File: src/rtl/torv_fetch_buf_if.sv
// Fetch-buffer bus bundle: imem request/response, execute redirect, decode handshake, occupancy.
// Latency: none, wiring only.
// Backpressure: decode stalls through out_ready; the buffer throttles fetch through imem_en.
interface torv_fetch_buf_if #(
    parameter int AW    = 32,
    parameter int DEPTH = 4
);
    localparam int CW = $clog2(DEPTH) + 1;

    logic          imem_en;
    logic [AW-1:0] imem_addr;
    logic [31:0]   imem_data;
    logic          redirect;
    logic [AW-1:0] redirect_addr;
    logic          out_valid;
    logic [31:0]   out_ir;
    logic [AW-1:0] out_pc;
    logic          out_pred;
    logic          out_ready;
    logic [CW-1:0] count;

    // Fetch-buffer side.
    modport master (
        output imem_en, imem_addr, out_valid, out_ir, out_pc, out_pred, count,
        input  imem_data, redirect, redirect_addr, out_ready
    );

    // Memory / execute / decode side.
    modport slave (
        input  imem_en, imem_addr, out_valid, out_ir, out_pc, out_pred, count,
        output imem_data, redirect, redirect_addr, out_ready
    );
endinterface

File: src/rtl/torv_fetch_buf.sv
// Instruction fetch front end: owns fetch PC, drives sync imem, queues {PC,IR} for decode.
// Latency: fetch issued in cycle N is pushed in N+1 and visible at the queue head in N+2.
// Backpressure: credit check on next occupancy stops fetch so the queue never overflows.
// Optional FBUF_JAL_PREDICT_EN: predict JAL taken at push time and redirect fetch locally.
module torv_fetch_buf #(
    parameter int            DEPTH    = 4,
    parameter int            AW       = 32,
    parameter logic [AW-1:0] RESET_PC = '0
) (
    input  logic             clk,
    input  logic             resetn,
    torv_fetch_buf_if.master bus
);
    localparam int            PW         = $clog2(DEPTH);
    localparam int            CW         = PW + 1;
    localparam logic [CW:0]   DEPTH_W    = (CW+1)'(DEPTH);
    localparam logic [AW-1:0] ALIGN_MASK = ~{{(AW-2){1'b0}}, 2'b11};
    localparam logic [AW-1:0] PC_STEP    = AW'(4);
    localparam logic [6:0]    OPC_JAL    = 7'b1101111;

    logic [AW-1:0] f_pc_q, f_pc_d;
    logic [AW-1:0] resp_pc_q, resp_pc_d;
    logic          resp_valid_q, resp_valid_d;
    logic [PW-1:0] rd_ptr_q, rd_ptr_d;
    logic [PW-1:0] wr_ptr_q, wr_ptr_d;
    logic [CW-1:0] count_q, count_d;

    logic [31:0]   ir_q [DEPTH];
    logic [AW-1:0] pc_q [DEPTH];

    logic          head_vld;
    logic          pop;
    logic          push;
    logic          issue;
    logic [CW:0]   next_occ;
    logic          jal_hit;
    logic          pred_taken;
    logic [AW-1:0] jal_imm;
    logic [AW-1:0] jal_target;

    // JAL decode on the word arriving from memory; constant-off when prediction is not built.
    always_comb begin
        jal_hit = 1'b0;
        jal_imm = '0;
`ifdef FBUF_JAL_PREDICT_EN
        jal_hit = resp_valid_q && (bus.imem_data[6:0] == OPC_JAL);
        jal_imm = {{(AW-20){bus.imem_data[31]}}, bus.imem_data[19:12], bus.imem_data[20],
                   bus.imem_data[30:21], 1'b0};
`endif
        jal_target = resp_pc_q + jal_imm;
        // External redirect outranks a local prediction.
        pred_taken = jal_hit && !bus.redirect;
    end

    // Handshake, credit check and next-state for PC, pointers and occupancy.
    always_comb begin
        head_vld     = (count_q != '0);
        pop          = head_vld && bus.out_ready;
        push         = resp_valid_q && !bus.redirect;
        // Occupancy after this edge if nothing new were issued; the in-flight word needs a slot.
        next_occ     = {1'b0, count_q} - {{CW{1'b0}}, pop} + {{CW{1'b0}}, resp_valid_q};
        issue        = resetn && !bus.redirect && !pred_taken && (next_occ < DEPTH_W);

        f_pc_d       = f_pc_q;
        resp_pc_d    = resp_pc_q;
        resp_valid_d = issue;
        rd_ptr_d     = rd_ptr_q + PW'(pop);
        wr_ptr_d     = wr_ptr_q + PW'(push);
        count_d      = count_q + CW'(push) - CW'(pop);

        if (issue) begin
            f_pc_d    = f_pc_q + PC_STEP;
            resp_pc_d = f_pc_q;
        end

        if (bus.redirect) begin
            f_pc_d   = bus.redirect_addr & ALIGN_MASK;
            rd_ptr_d = '0;
            wr_ptr_d = '0;
            count_d  = '0;
        end else if (pred_taken) begin
            f_pc_d   = jal_target & ALIGN_MASK;
        end
    end

    // Control state with asynchronous reset.
    always_ff @(posedge clk or negedge resetn) begin
        if (!resetn) begin
            f_pc_q       <= RESET_PC & ALIGN_MASK;
            resp_pc_q    <= '0;
            resp_valid_q <= 1'b0;
            rd_ptr_q     <= '0;
            wr_ptr_q     <= '0;
            count_q      <= '0;
        end else begin
            f_pc_q       <= f_pc_d;
            resp_pc_q    <= resp_pc_d;
            resp_valid_q <= resp_valid_d;
            rd_ptr_q     <= rd_ptr_d;
            wr_ptr_q     <= wr_ptr_d;
            count_q      <= count_d;
        end
    end

    // Queue payload storage; contents are only meaningful below count, so no reset needed.
    always_ff @(posedge clk) begin
        if (push) begin
            ir_q[wr_ptr_q] <= bus.imem_data;
            pc_q[wr_ptr_q] <= resp_pc_q;
        end
    end

`ifdef FBUF_JAL_PREDICT_EN
    logic [DEPTH-1:0] pred_q;

    // Prediction flag per entry, written alongside the payload.
    always_ff @(posedge clk) begin
        if (push) begin
            pred_q[wr_ptr_q] <= jal_hit;
        end
    end

    assign bus.out_pred = head_vld && pred_q[rd_ptr_q];
`else
    assign bus.out_pred = 1'b0;
`endif

    assign bus.imem_en   = issue;
    assign bus.imem_addr = f_pc_q & ALIGN_MASK;
    assign bus.out_valid = head_vld;
    assign bus.out_ir    = head_vld ? ir_q[rd_ptr_q] : 32'h0;
    assign bus.out_pc    = head_vld ? pc_q[rd_ptr_q] : '0;
    assign bus.count     = count_q;
endmodule

File: src/flat_wrapper.sv
// flat-port wrapper written by rule: the top's interface ports become plain ports
module torv_fetch_buf_flat 
#(
    parameter int            DEPTH    = 4,
    parameter int            AW       = 32,
    parameter logic [AW-1:0] RESET_PC = '0
)
  (clk, resetn, bus_imem_en, bus_imem_addr, bus_out_valid, bus_out_ir, bus_out_pc, bus_out_pred, bus_count, bus_imem_data, bus_redirect, bus_redirect_addr, bus_out_ready);
  torv_fetch_buf_if #(.AW(AW), .DEPTH(DEPTH)) bus_i ();
  input  logic clk;
  input  logic resetn;
  output wire logic [$bits(bus_i.imem_en)-1:0] bus_imem_en;
  output wire logic [$bits(bus_i.imem_addr)-1:0] bus_imem_addr;
  output wire logic [$bits(bus_i.out_valid)-1:0] bus_out_valid;
  output wire logic [$bits(bus_i.out_ir)-1:0] bus_out_ir;
  output wire logic [$bits(bus_i.out_pc)-1:0] bus_out_pc;
  output wire logic [$bits(bus_i.out_pred)-1:0] bus_out_pred;
  output wire logic [$bits(bus_i.count)-1:0] bus_count;
  input wire logic [$bits(bus_i.imem_data)-1:0] bus_imem_data;
  input wire logic [$bits(bus_i.redirect)-1:0] bus_redirect;
  input wire logic [$bits(bus_i.redirect_addr)-1:0] bus_redirect_addr;
  input wire logic [$bits(bus_i.out_ready)-1:0] bus_out_ready;
  assign bus_imem_en = bus_i.imem_en;
  assign bus_imem_addr = bus_i.imem_addr;
  assign bus_out_valid = bus_i.out_valid;
  assign bus_out_ir = bus_i.out_ir;
  assign bus_out_pc = bus_i.out_pc;
  assign bus_out_pred = bus_i.out_pred;
  assign bus_count = bus_i.count;
  assign bus_i.imem_data = bus_imem_data;
  assign bus_i.redirect = bus_redirect;
  assign bus_i.redirect_addr = bus_redirect_addr;
  assign bus_i.out_ready = bus_out_ready;
  torv_fetch_buf #(.DEPTH(DEPTH), .AW(AW), .RESET_PC(RESET_PC)) u_core (.clk(clk), .resetn(resetn), .bus(bus_i));
endmodule
File: config.mk
export PLATFORM = sky130hd
export DESIGN_NAME = torv_fetch_buf_flat
export DESIGN_NICKNAME = d
export VERILOG_FILES = /design/src/rtl/torv_fetch_buf_if.sv /design/src/rtl/torv_fetch_buf.sv /design/src/flat_wrapper.sv
export SDC_FILE = /design/constraint.sdc
export NUM_CORES = 1
export LEC_CHECK = 0
export ABC_AREA = 1
export CORE_MARGIN = 2
export CORE_UTILIZATION = 55
export DETAILED_ROUTE_END_ITERATION = 7
export DONT_BUFFER_PORTS = 1
export GPL_ROUTABILITY_DRIVEN = 0
export GPL_TIMING_DRIVEN = 0
export PLACE_DENSITY = 0.7
export SLEW_MARGIN = 40
export SYNTH_ARGS = -nofsm -noshare
export SYNTH_HDL_FRONTEND = slang
export SYNTH_SLANG_ARGS = --single-unit
File: constraint.sdc
create_clock -name clk -period 9.41 [get_ports clk]
set_input_delay 0 -clock clk [delete_from_list [all_inputs] [get_ports clk]]
set_output_delay 0 -clock clk [all_outputs]
set_load 0.005 [all_outputs]
Word level (Yosys, flattened, before mapping) --
Memories as Yosys holds them, arrays and structs flattened. Cells that the tools add are included.
Cells by class: multiplexer cells 9, add/subtract/negate cells 7, reductions and logical operators 7, order comparisons 1
Operator list (number):
- $mux W32 | 4
- $add A32 B3 Y32 const B | 1
- $add A2 B1 Y2 | 2
- $add A4 B1 Y4 | 1
- $logic_and A1 B1 Y1 | 4
- $lt A4 B3 Y1 const B | 1
- $mux W2 | 2
- $sub A3 B1 Y4 | 1
- $add A3 B1 Y3 | 1
- $mux W3 | 1
- $reduce_bool A3 Y1 | 1
- $sub A3 B1 Y3 | 1
- $mux W1 | 2
- $reduce_bool A2 Y1 | 1
- $logic_not A1 Y1 | 1
Storage, ports and cells: memories kept 2, memory bits (writable) 256, word-level logic and storage cells 32, bits of input ports 68, bits in registers 72
Memory list:
- u_core.ir_q | words 4, width 32, read ports 1, clocked after memory_dff 0, wr ports 1, RTL line torv_fetch_buf.sv:28 | logic [31:0] ir_q [DEPTH];
- u_core.pc_q | words 4, width 32, read ports 1, clocked after memory_dff 0, wr ports 1, RTL line torv_fetch_buf.sv:29 | logic [AW-1:0] pc_q [DEPTH];

Logic depth before layout (Yosys ltp) --
Gate-level depths: netlist (run 1).
word-level depth 8, depth in mapped cells 16

Worst setup path before layout (run 1) --
No wires, ideal clock.
path type input -> register, start point input port bus_redirect, end point memory u_core.ir_q[0][0], enable pin, stages 4, required time 8852 ps, arrival time 4776 ps, setup slack 4075 ps, buffers on the path 1, path through inv_1 -> clkbuf_1 -> nand2_1 -> nor3_1
On the way: cells in the longest elaborated chain, start to end 4
RTL lines:
- from (decl) | RTL line flat_wrapper.sv:20 | input wire logic [$bits(bus_i.redirect)-1:0] bus_redirect;
- $logic_not A1 Y1
- $logic_and A1 B1 Y1 | RTL line torv_fetch_buf.sv:59 | push = resp_valid_q && !bus.redirect;
- $mux W1 | RTL line torv_fetch_buf.sv:107 | if (push) begin
- $mux W1 (implied by the code) | RTL line torv_fetch_buf.sv:108 | ir_q[wr_ptr_q] <= bus.imem_data;
- to (decl) | RTL line torv_fetch_buf.sv:28
Every way passes these cells.

Worst setup path after layout (run 1) --
start point register u_core.count_q[1] (netlist: u_core.bus.count[1]), end point register u_core.f_pc_q[9]
On the way: cells in the longest elaborated chain, start to end 7
RTL lines:
- from (decl) | RTL line torv_fetch_buf.sv:26 | logic [CW-1:0] count_q, count_d;
- from (signal assigned) | RTL line torv_fetch_buf.sv:101 | count_q <= count_d;
- $reduce_bool A3 Y1 | RTL line torv_fetch_buf.sv:57 | head_vld = (count_q != '0);
- $logic_and A1 B1 Y1 | RTL line torv_fetch_buf.sv:58 | pop = head_vld && bus.out_ready;
- $sub A3 B1 Y4 (*) | RTL line torv_fetch_buf.sv:61 | next_occ = {1'b0, count_q} - {{CW{1'b0}}, pop} + {{CW{1'b0}}, resp_valid_q};
- $add A4 B1 Y4 (*) | RTL line torv_fetch_buf.sv:61
- $lt A4 B3 Y1 (*) | RTL line torv_fetch_buf.sv:62 | issue = resetn && !bus.redirect && !pred_taken && (next_occ < DEPTH_W);
- $logic_and A1 B1 Y1 (*) | RTL line torv_fetch_buf.sv:62
- $reduce_bool A2 Y1 (no source line) (*)
- to (signal assigned) | RTL line torv_fetch_buf.sv:89 | f_pc_q <= RESET_PC & ALIGN_MASK;
- to (signal assigned) | RTL line torv_fetch_buf.sv:96 | f_pc_q <= f_pc_d;
- to (decl) | RTL line torv_fetch_buf.sv:21 | logic [AW-1:0] f_pc_q, f_pc_d;
Every way passes the cells marked *; elsewhere a longest branch is shown, timed or not. A chain may end at the register's enable or synchronous reset.

==> flow_summary.rst, run 1 <==
.. list-table::
   :header-rows: 1

   * - Metric
     - Value
   * - Total area of multi-input combinational cells
     - between 3000 and 4000 sq um
   * - Global-route wire length before repair
     - around 53000 um
   * - Commonest cells post-synth
     - 304 x nor2_1, 248 x edfxtp_1, 213 x nand2_1
   * - Status
     - complete, no violations
   * - Path depth of the worst reg2reg path
     - 17
   * - Worst hold slack after final layout
     - 0.128 ns
   * - Adder and majority gate portion of the synthesized area
     - less than 1%
   * - Worst clock skew on the final layout
     - 0.0104 ns
   * - Mux cell area share after synthesis
     - 0.0836%
   * - Relative slew slack
     - between 50% and 60%
   * - Detailed-route via count
     - 10200
   * - TritonCTS clock tree
     - built
   * - Max-cap viol count
     - 0
   * - Pin count of the biggest net entering global routing
     - 58
   * - Count of final hold-check violations
     - 0
   * - Placeable Area
     - roughly 24000 sq um
   * - Overall power
     - 4.41 mW
   * - Root buffer cell
     - clkbuf_16
   * - Startpoint of the most critical register-to-register path
     - u_core.bus.count[1]$_DFF_PN0_
   * - Die X-Extent
     - approximately 160 um
   * - Biggest fanout along the worst timing path
     - 10
   * - CTS H-tree depth
     - 1
   * - Most frequent cell after synthesis
     - nor2_1
   * - Gate count after technology mapping
     - approximately 1300
   * - Total setup violations reported at the end of the flow
     - 0
   * - Number of gates resized after CTS
     - 0
   * - Final antenna-violating net count
     - 0
   * - Clock buffers created by TritonCTS
     - 31
   * - Detailed Route Iter0 Violations
     - 950
   * - Dominant combinational cell family by area after synthesis
     - simple AND/OR/NAND/NOR gates
   * - Post-route clock period utilization
     - 48.4%
   * - Average vias per placed instance
     - around 5.5
   * - Hold-critical path endpoint
     - u_core.f_pc_q[26]$_DFFE_PN0P_
   * - Cells on Worst Hold Path
     - 4
   * - PortBufs
     - 0
   * - Top cells by area, synth
     - edfxtp_1 55%, dfrtp_1 13%, nor2_1 8.5%
   * - Cell taking the most area after synthesis
     - edfxtp_1
   * - Starting density of the core
     - 55.7%
   * - Data required time at the worst endpoint
     - 9.84 ns
   * - Area of the mapped netlist
     - approximately 13000 sq um
   * - Maximum root-to-sink buffer count
     - 3
   * - Launch instance of the worst min-delay path
     - bus_redirect
   * - Mean cell area of the mapped netlist
     - 10.3 sq um
   * - Crit path launch type
     - flop
   * - Final nets
     - ~1600
   * - Routed wire per std cell
     - approximately 19 um
   * - Total negative setup slack
     - 0 ns
   * - Max-slew violation count
     - 0
   * - Crit Path Class
     - flop to flop
   * - Post-synthesis share of cell area spent on and, or, nand and nor gates
     - between 10% and 20%
   * - Std cell rows
     - 57
   * - Clock-pin slew on the worst setup and hold paths
     - 0.07 ns
   * - EDFF count, synth
     - about 250
   * - Die outline area
     - ~26000 sq um
   * - Max frequency
     - 220 MHz
   * - Final setup slack of the worst path
     - approximately 5 ns
   * - Detailed-routing iteration count for the pre-antenna-repair pass
     - 7
   * - Worst IR drop on VDD
     - ~170 uV
   * - Leakage Power
     - between 6 and 7 nW
   * - Wirelength, routed
     - 34300 um
   * - Hold crit path type
     - primary input to flop
   * - ANT cells
     - 0
   * - Ports placed on the boundary
     - 170
   * - Register area share after synthesis
     - a little under 70%
   * - Overflow left after global routing
     - 0
   * - CP Data Arrival Time
     - between 4 and 5 ns
   * - Filler cell count
     - around 1700
   * - Number of sinks driven by the clock tree
     - between 300 and 400
   * - P&R area growth vs syn
     - 21.9%
   * - Top cell type's share of synthesized area
     - around 55%
   * - Chip Height
     - ~160 um
   * - Power per Cell Area
     - 269 nW/um^2
   * - Clock latency on the worst-skew pair
     - roughly 0.54 ns
   * - Detailed-route DRC error count
     - 0
   * - RSZ-0062 raised after global routing
     - false
   * - Fraction of synthesis flops using an asynchronous set or reset pin
     - approximately 22%
   * - Total global routing track utilization
     - 26.4%
   * - Flop and latch count out of synthesis
     - between 300 and 400
   * - Top_reg_cell synth
     - edfxtp_1
   * - Post-synthesis xor/xnor area fraction
     - 0.0650%
   * - Number of distinct standard cells referenced by the synthesized netlist
     - 31
   * - Worst setup timing slack at the placement stage
     - 5.79 ns
   * - Area used by sequential logic in the layout
     - 9150 sq um
   * - Via count of the first global-routing pass
     - ~10000
   * - Fraction of layout instances using a drive strength above 1
     - under 10%
   * - Post-synthesis compound-gate area fraction
     - about a tenth
   * - Critical Path End Type
     - flop
   * - Crit path time final
     - 4.55 ns
   * - R2R Setup Slk
     - 4.86 ns
   * - Antenna violations before repair
     - 0
   * - R2R Path End
     - u_core.f_pc_q[9]$_DFFE_PN0P_
   * - Count of yosys warnings during synthesis
     - 0
   * - Slew of the pin with the lowest slew margin
     - around 0.70 ns
   * - HPWL Detailed
     - approximately 22000 um
[critical path, cell delays in order, from the launching register on]
cell and delay (ns):
dfrtp_1 0.49, nor3_4 0.60, clkbuf_1 0.48, nor2_1 0.22, ha_1 0.28, inv_1 0.07, ha_1 0.23, nand4_1 0.14
nand2_1 0.09, nand2_1 0.08, nand2_2 0.06, nand3_4 0.11, nand2_4 0.10, buf_4 0.19, o21ai_1 0.08, dlygate4sd3_1 0.58
nand2_1 0.07, dlygate4sd3_1 0.57
[through the flow]
stage	utilization, %	cell area (sq um)	instances
after global routing	67.9	16400	1849
after floorplan	-	13500	1307
after global placement	57.4	13900	1631
final	67.9	16400	1849
after CTS	67.9	16400	1849
after detailed placement	58.7	14200	1674
[power breakdown]
part	switching (mW)	internal, mW
registers	0.182	1.72
logic	0.868	0.408
clock network	0.510	0.721
[cell type report]
| class | instances | area share, % |
|---|---|---|
| flip-flops and latches | 316 | 55.7 |
| multi-input cells | 862 | 23.2 |
| repair buffers | 161 | 9.05 |
| clock buffers | 38 | 4.95 |
| well taps | 324 | 2.47 |
| plain buffers | 70 | 1.97 |
| inverters | 59 | 1.35 |
| clock inverters | 19 | 1.23 |
[cell families after synthesis]
family                     Yosys count
AOI/OAI and AO/OA                  252
xor gates and xnor gates             1
adders and majority gates            8
buffers and inverters              129
DFF                                316
muxes                                1
other                                1
and+or+nand+nor                    595
[layout by cell type, fill, tap and decap left out, types with 2 or more instances in the layout]
cell type / synthesis / final
a21oi_1: 70 / 70
a21boi_0: 2 / 2
nor2_1: 304 / 304
edfxtp_1: 248 / 248
o21ai_0: 156 / 156
bufinv_16: 0 / 4
inv_2: 4 / 4
o21ai_1: 23 / 23
nand3_1: 61 / 61
buf_1: 3 / 3
nand2_1: 213 / 213
buf_2: 17 / 33
dfrtp_1: 68 / 68
nand4_1: 3 / 3
inv_1: 55 / 55
nor3_2: 1 / 4
ha_1: 7 / 7
clkinv_2: 0 / 7
clkinvlp_4: 0 / 3
clkinv_1: 0 / 4
buf_4: 8 / 34
dlygate4sd3_1: 0 / 117
conb_1: 1 / 5
nor2_2: 5 / 5
buf_6: 1 / 2
clkbuf_1: 40 / 46
clkbuf_16: 0 / 31
[sequential cells by signal (all words and copies together), names as in the netlist]
name	count
u_core.ir_q	128
u_core.f_pc_q	30
u_core.rd_ptr_q	2
u_core.wr_ptr_q	2
u_core.bus.count	3
u_core.pc_q	120
u_core.resp_valid_q	1
u_core.resp_pc_q	30
[what timing repair did]
item | in CTS | in global routing
buffers inserted | 0 | 0
endpoints found under the hold margin | 239 | 0
hold buffers | 118 | 0
[worst max path at each step]
stage | slack [ns] | end | cells past startpoint | from
global route | 4.55 | u_core.f_pc_q[11]$_DFFE_PN0P_ | 17 | u_core.bus.count[1]$_DFF_PN0_
finish | 4.86 | u_core.f_pc_q[9]$_DFFE_PN0P_ | 17 | u_core.bus.count[1]$_DFF_PN0_
detailed placement | 5.79 | u_core.f_pc_q[27]$_DFFE_PN0P_ | 14 | u_core.bus.count[1]$_DFF_PN0_
floorplan | 4.08 | u_core.ir_q[0][0]$_DFFE_PP_ | 4 | bus_redirect
CTS | 4.90 | u_core.f_pc_q[10]$_DFFE_PN0P_ | 17 | u_core.bus.count[1]$_DFF_PN0_
global placement | 0.42 | u_core.ir_q[1][8]$_DFFE_PP_ | 4 | bus_redirect
[metal layers]
layer	GRT usage, %	wire, um	up-vias
met1	34.6	13800	4834
met5	0	0	-
li1	-	-	4813
met2	44.0	16500	478
met4	11.6	1390	0
met3	4.39	2600	85
(Power assumes the default switching activity.)
==> run 2: changes to the inputs <==
clock period = 4.7 ns   (was 9.41 ns; I/O delays follow)
==> flow_summary.rst, run 2 (synthesis gave the netlist of run 1 again) <==
.. list-table::
   :header-rows: 1

   * - Metric
     - Value
   * - Status
     - complete, no violations
   * - P&R area growth vs syn
     - 21.9%
   * - Clock buffers created by TritonCTS
     - 31
   * - Slew of the pin with the lowest slew margin
     - roughly 0.70 ns
   * - Detailed Route Iter0 Violations
     - around 900
   * - Pin count of the biggest net entering global routing
     - a little under 60
   * - Power per Cell Area
     - approximately 540 nW/um^2
   * - ANT cells
     - 0
   * - Starting density of the core
     - a little under three fifths
   * - Worst IR drop on VDD
     - 332 uV
   * - Count of final hold-check violations
     - 0
   * - Std cell rows
     - 57
   * - Largest registers
     - u_core.ir_q (128), u_core.pc_q (120)
   * - Final non-filler cell total
     - 1850
   * - Family of cells with the greatest summed delay on the critical path
     - buffers and inverters
   * - Overflow left after global routing
     - 0
   * - Final antenna-violating net count
     - 0
   * - Path depth of the worst reg2reg path
     - 15
   * - Cell Chain, Critical Path
     - nor3_4, clkbuf_1, nor2_1, ha_1, inv_1, ha_1, nand3_1, nand3_1, nand2_1, nand2_1, nor2_2, a21boi_0, dlygate4sd3_1, nand2_1, dlygate4sd3_1
   * - Leakage Power
     - between 6 and 7 nW
   * - Wirelength, routed
     - between 30000 and 40000 um
   * - Placeable Area
     - approximately 24000 sq um
   * - Largest register by flop count
     - u_core.ir_q
   * - Global-route wire length before repair
     - approximately 53000 um
   * - Worst setup timing slack at the placement stage
     - roughly 1.1 ns
   * - CP Data Arrival Time
     - around 4.7 ns
   * - HPWL Detailed
     - between 20000 and 25000 um
   * - Filler cell count
     - 1737
   * - Max-slew violation count
     - 0
   * - Most frequent standard cell in the layout excluding fill and tap cells
     - nor2_1
   * - Count of cell instances traversed by the critical path
     - 15
   * - Chip Height
     - ~160 um
   * - Clock latency on the worst-skew pair
     - between 0.5 and 0.6 ns
   * - Die outline area
     - approximately 26000 sq um
   * - Crit path time final
     - 4.22 ns
   * - Slowest cell on crit path
     - dlygate4sd3_1
   * - Total setup violations reported at the end of the flow
     - 0
   * - Die X-Extent
     - roughly 160 um
   * - Worst hold slack after final layout
     - approximately 0.13 ns
   * - Total global routing track utilization
     - 26.4%
   * - TritonCTS clock tree
     - built
   * - Routed wire per std cell
     - 18.5 um
   * - Average vias per placed instance
     - around 5.5
   * - Crit path launch type
     - flop
   * - RSZ-0062 raised after global routing
     - false
   * - CTS H-tree depth
     - 1
   * - Detailed-routing iteration count for the pre-antenna-repair pass
     - 5
   * - Via count of the first global-routing pass
     - around 10000
   * - Source of the critical timing path
     - u_core.bus.count[1]$_DFF_PN0_
   * - Root buffer cell
     - clkbuf_16
   * - Antenna violations before repair
     - 0
   * - Crit Path Class
     - flop to flop
   * - Post-route clock period utilization
     - 89.9%
   * - Max-cap viol count
     - 0
   * - Hold crit path type
     - primary input to flop
   * - PortBufs
     - 0
   * - Data required time at the worst endpoint
     - around 5.2 ns
   * - Final setup slack of the worst path
     - roughly 0.48 ns
   * - Detailed-route DRC error count
     - 0
   * - Ports placed on the boundary
     - 170
   * - Clock-pin slew on the worst setup and hold paths
     - ~0.070 ns
   * - Max frequency
     - between 200 and 250 MHz
   * - Delay contributed by the slowest stage of the critical path
     - 0.60 ns
   * - R2R Setup Slk
     - 0.48 ns
   * - R2R Path End
     - u_core.f_pc_q[8]$_DFFE_PN0P_
   * - Biggest fanout along the worst timing path
     - 10
   * - Detailed-route via count
     - roughly 10000
   * - Critical Path End Type
     - flop
   * - Final nets
     - around 1600
   * - Flip-flop count of the largest register, all copies and words added
     - about 130
   * - Cell mode on critical path
     - nand2_1
   * - Startpoint of the most critical register-to-register path
     - u_core.bus.count[1]$_DFF_PN0_
   * - Maximum root-to-sink buffer count
     - 3
   * - Worst clock skew on the final layout
     - ~0.01 ns
   * - Number of sinks driven by the clock tree
     - roughly 320
   * - Capture point of the worst path
     - u_core.f_pc_q[8]$_DFFE_PN0P_
   * - Relative slew slack
     - approximately 53%
   * - Most frequent cells in the layout
     - 304 x nor2_1, 248 x edfxtp_1, 213 x nand2_1, 156 x o21ai_0, 117 x dlygate4sd3_1
   * - Buffers and inverters on the worst path
     - 4
   * - Fraction of layout instances using a drive strength above 1
     - 9.11%
   * - Number of gates resized after CTS
     - 0
   * - Placed cell count
     - between 1500 and 2000
run 2: worst reg2reg max path: cells and delay by family (launching register included):
family	cells	cell delay [ns]
compound gates	1	0.18
simple gates	8	1.29
flops	1	0.49
fa+ha+maj	2	0.51
buf+inv	4	1.68
run 2: power breakdown:
| part | total, mW | switching [mW] | internal (mW) |
|---|---|---|---|
| clock | 2.46 | 1.01 | 1.44 |
| sequential | 3.80 | 0.363 | 3.44 |
| combinational | 2.57 | 1.74 | 0.826 |
| total | 8.83 | 3.12 | 5.71 |
run 2: stage by stage:
| step | util, % | total power [mW] | setup TNS [ns] | instance area [sq um] |
|---|---|---|---|---|
| after floorplan | - | 5.32 | -157.43 | 13500 |
| after global placement | 57.4 | 6.07 | -1024.63 | 13900 |
| after detailed placement | 58.7 | 6.16 | 0 | 14200 |
| after CTS | 67.9 | 8.81 | 0 | 16400 |
| after global routing | 67.9 | 9.30 | 0 | 16400 |
| final | 67.9 | 8.83 | 0 | 16400 |
run 2: per-layer routing:
| layer | up-vias | share of wire (%) | GRT usage (%) |
|---|---|---|---|
| met2 | 486 | 48 | 44.0 |
| met1 | 4798 | 40 | 34.6 |
| met5 | - | 0 | 0 |
| li1 | 4811 | - | - |
| met3 | 85 | 7.6 | 4.39 |
| met4 | 0 | 3.9 | 11.6 |
run 2: worst min path at each step:
stage                 startpoint                       endpoint  slack [ns]  cells after the start
finish              bus_redirect  u_core.f_pc_q[26]$_DFFE_PN0P_        0.13                      4
global route        bus_redirect  u_core.f_pc_q[26]$_DFFE_PN0P_        0.14                      4
CTS                 bus_redirect  u_core.f_pc_q[26]$_DFFE_PN0P_        0.09                      4
detailed placement        resetn  u_core.f_pc_q[27]$_DFFE_PN0P_       -0.29                      0
global placement          resetn  u_core.f_pc_q[27]$_DFFE_PN0P_       -0.29                      0
floorplan                 resetn  u_core.bus.count[0]$_DFF_PN0_       -0.30                      0
run 2: repair_timing:
item	in CTS	in global routing
hold buffers	118	0
buffers inserted	0	1
hold endpoints to repair	239	0
endpoints found under the setup margin	0	14
run 2: area by class of cell:
class,instances,area (sq um),area share (%)
inverter,59,221,1.35
clock buffer,38,812,4.95
clock inverter,19,201,1.23
tap,324,405,2.47
timing repair buffer,162,1490,9.09
multi-input combinational,862,3810,23.2
sequential,316,9150,55.7
buffer,70,323,1.97
==> run 3: changes to the inputs <==
CORE_UTILIZATION = 38   (was 55)
PLACE_DENSITY = unset   (was 0.7)
==> flow_summary.rst, run 3 (synthesis gave the netlist of run 1 again) <==
.. list-table::
   :header-rows: 1

   * - Metric
     - Value
   * - Antenna violations before repair
     - 0
   * - Maximum root-to-sink buffer count
     - 3
   * - TritonCTS clock tree
     - built
   * - Total setup violations reported at the end of the flow
     - 0
   * - Routed wire per std cell
     - between 15 and 20 um
   * - Most frequent standard cell in the layout excluding fill and tap cells
     - nor2_1
   * - ANT cells
     - 0
   * - Power per Cell Area
     - roughly 550 nW/um^2
   * - Hold crit path type
     - primary input to async pin
   * - Post-route clock period utilization
     - 87.1%
   * - Final setup slack of the worst path
     - about 0.60 ns
   * - Pin count of the biggest net entering global routing
     - 70
   * - Met1 track demand over resource
     - about a quarter
   * - Root buffer cell
     - clkbuf_16
   * - Crit path launch type
     - flop
   * - Std cell rows
     - 68
   * - Starting density of the core
     - 38.8%
   * - Final cell area excluding filler cells
     - between 15000 and 20000 sq um
   * - HPWL Detailed
     - 24500 um
   * - Most frequent cells in the layout
     - 304 x nor2_1, 248 x edfxtp_1, 213 x nand2_1, 156 x o21ai_0, 112 x dlygate4sd3_1
   * - Worst setup timing slack at the placement stage
     - 0.947 ns
   * - GR Layer Usage met2
     - between 30% and 40%
   * - Crit Path Class
     - flop to flop
   * - Die outline area
     - 37000 sq um
   * - PortBufs
     - 0
   * - Detailed-route via count
     - between 9000 and 10000
   * - Slowest cell on crit path
     - dlygate4sd3_1
   * - RSZ-0062 raised after global routing
     - false
   * - Number of sinks driven by the clock tree
     - roughly 320
   * - Buffers and inverters on the worst path
     - 5
   * - Global-route wire length before repair
     - ~55000 um
   * - Max frequency
     - roughly 240 MHz
   * - GR Util met3
     - 3.93%
   * - Largest register by flop count
     - u_core.ir_q
   * - Overall power
     - 9.23 mW
   * - Final design utilization
     - between 40% and 50%
   * - Total negative setup slack
     - 0 ns
   * - Ports placed on the boundary
     - 170
   * - Delay contributed by the slowest stage of the critical path
     - 0.59 ns
   * - Cell mode on critical path
     - nand2_1
   * - Global routing's busiest layer
     - met2
   * - Clock latency on the worst-skew pair
     - roughly 0.52 ns
   * - Final nets
     - 1582
   * - Placeable Area
     - between 30000 and 40000 sq um
   * - Data required time at the worst endpoint
     - roughly 5.1 ns
   * - P&R area growth vs syn
     - 24.5%
   * - CP Data Arrival Time
     - roughly 4.5 ns
   * - Crit path time final
     - just over 4 ns
   * - Fraction of layout instances using a drive strength above 1
     - about a tenth
   * - Slew of the pin with the lowest slew margin
     - between 0.6 and 0.7 ns
   * - Max-cap viol count
     - 0
   * - Filler cell count
     - 3163
   * - Chip Height
     - 192 um
   * - Standard cell area after detailed placement
     - 14400 sq um
   * - Via count of the first global-routing pass
     - between 9000 and 10000
   * - Status
     - complete, no violations
   * - Max-slew violation count
     - 0
   * - Cell Chain, Critical Path
     - nor3_4, clkbuf_2, nor2_1, ha_1, inv_1, ha_1, nand4_1, nand2_1, nand2_1, nand2_2, nand3_4, nand2_4, buf_4, o21ai_1, dlygate4sd3_1, nand2_1, dlygate4sd3_1
   * - Detailed-routing iteration count for the pre-antenna-repair pass
     - 8
   * - Biggest fanout along the worst timing path
     - 10
   * - Critical Path End Type
     - flop
   * - Final antenna-violating net count
     - 0
   * - Detailed Route Iter0 Violations
     - 716
   * - Overflow left after global routing
     - 0
   * - Count of final hold-check violations
     - 0
   * - CTS H-tree depth
     - 2
   * - Detailed-route DRC error count
     - 0
   * - Leakage Power
     - ~6.4 nW
   * - Worst clock skew on the final layout
     - ~0.022 ns
   * - Clock buffers created by TritonCTS
     - 36
   * - Largest registers
     - u_core.ir_q (128), u_core.pc_q (120)
   * - Flip-flop count of the largest register, all copies and words added
     - between 100 and 150
   * - Die X-Extent
     - around 190 um
   * - Average vias per placed instance
     - between 5 and 6
   * - Family of cells with the greatest summed delay on the critical path
     - buffers and inverters
   * - Wirelength, routed
     - 35800 um
   * - Relative slew slack
     - roughly 55%
   * - Clock-pin slew on the worst setup and hold paths
     - roughly 0.06 ns
   * - Worst IR drop on VDD
     - between 200 and 300 uV
   * - Total global routing track utilization
     - ~19%
run 3: changes by cell type in the layout (fill, tap and decap cells not counted), sizes merged:
cell         previous run  this run
buf                    74        78
bufinv                  4         5
clkbuf                 79        86
clkinv                 11        13
clkinvlp                3         1
dlygate4sd3           117       112
inv                    60        59
run 3: path summary, 6_finish.rpt:
check | startpoint | endpoint | slack (ns) | depth (start not counted)
setup / recovery | u_core.bus.count[1]$_DFF_PN0_ | u_core.f_pc_q[10]$_DFFE_PN0P_ | 0.60 | 17
hold / removal | resetn | u_core.f_pc_q[31]$_DFFE_PN0P_ | 0.04 | 2
setup reg to reg | u_core.bus.count[1]$_DFF_PN0_ | u_core.f_pc_q[10]$_DFFE_PN0P_ | 0.60 | 17
hold reg to reg | u_core.resp_pc_q[18]$_DFFE_PN0P_ | u_core.pc_q[0][18]$_DFFE_PP_ | 0.51 | 0
max in group asynchronous | resetn | u_core.wr_ptr_q[1]$_DFF_PN0_ | 4.36 | 2
min in group clk | bus_redirect | u_core.f_pc_q[27]$_DFFE_PN0P_ | 0.14 | 4
run 3: final cells by class:
class                   instances  area [sq um]  area share (%)
plain buffers                  70           324            1.93
clock buffers                  45           977            5.83
clock inverters                19           226            1.35
inverters                      59           221            1.32
multi-input cells             862          3810            22.7
flip-flops and latches        316          9150            54.6
well taps                     455           569            3.39
repair buffers                161          1490            8.88
run 3: stage by stage:
stage               hold slack, ns  instances
global placement            -0.293       1762
floorplan                   -0.296       1307
detailed placement          -0.293       1809
CTS                         0.0455       1986
finish                      0.0441       1987
global route                0.0506       1987
run 3: routing by layer:
metal / part of all wire (%) / vias up
met2: 48 / 324
met1: 43 / 4718
met4: 2.0 / 0
met3: 6.9 / 49
met5: 0 / -
li1: - / 4851
run 3: power breakdown:
| group | leakage (nW) | internal (mW) | switching, mW |
|---|---|---|---|
| combinational | 2.70 | 0.824 | 1.77 |
| clock | 0.587 | 1.75 | 1.07 |
| sequential | 3.11 | 3.44 | 0.380 |
run 3: what timing repair did:
item,CTS,global route
endpoints found under the setup margin,0,17
hold buffers,113,0
hold endpoints to repair,229,0
resized for setup,0,2
buffers inserted,0,1
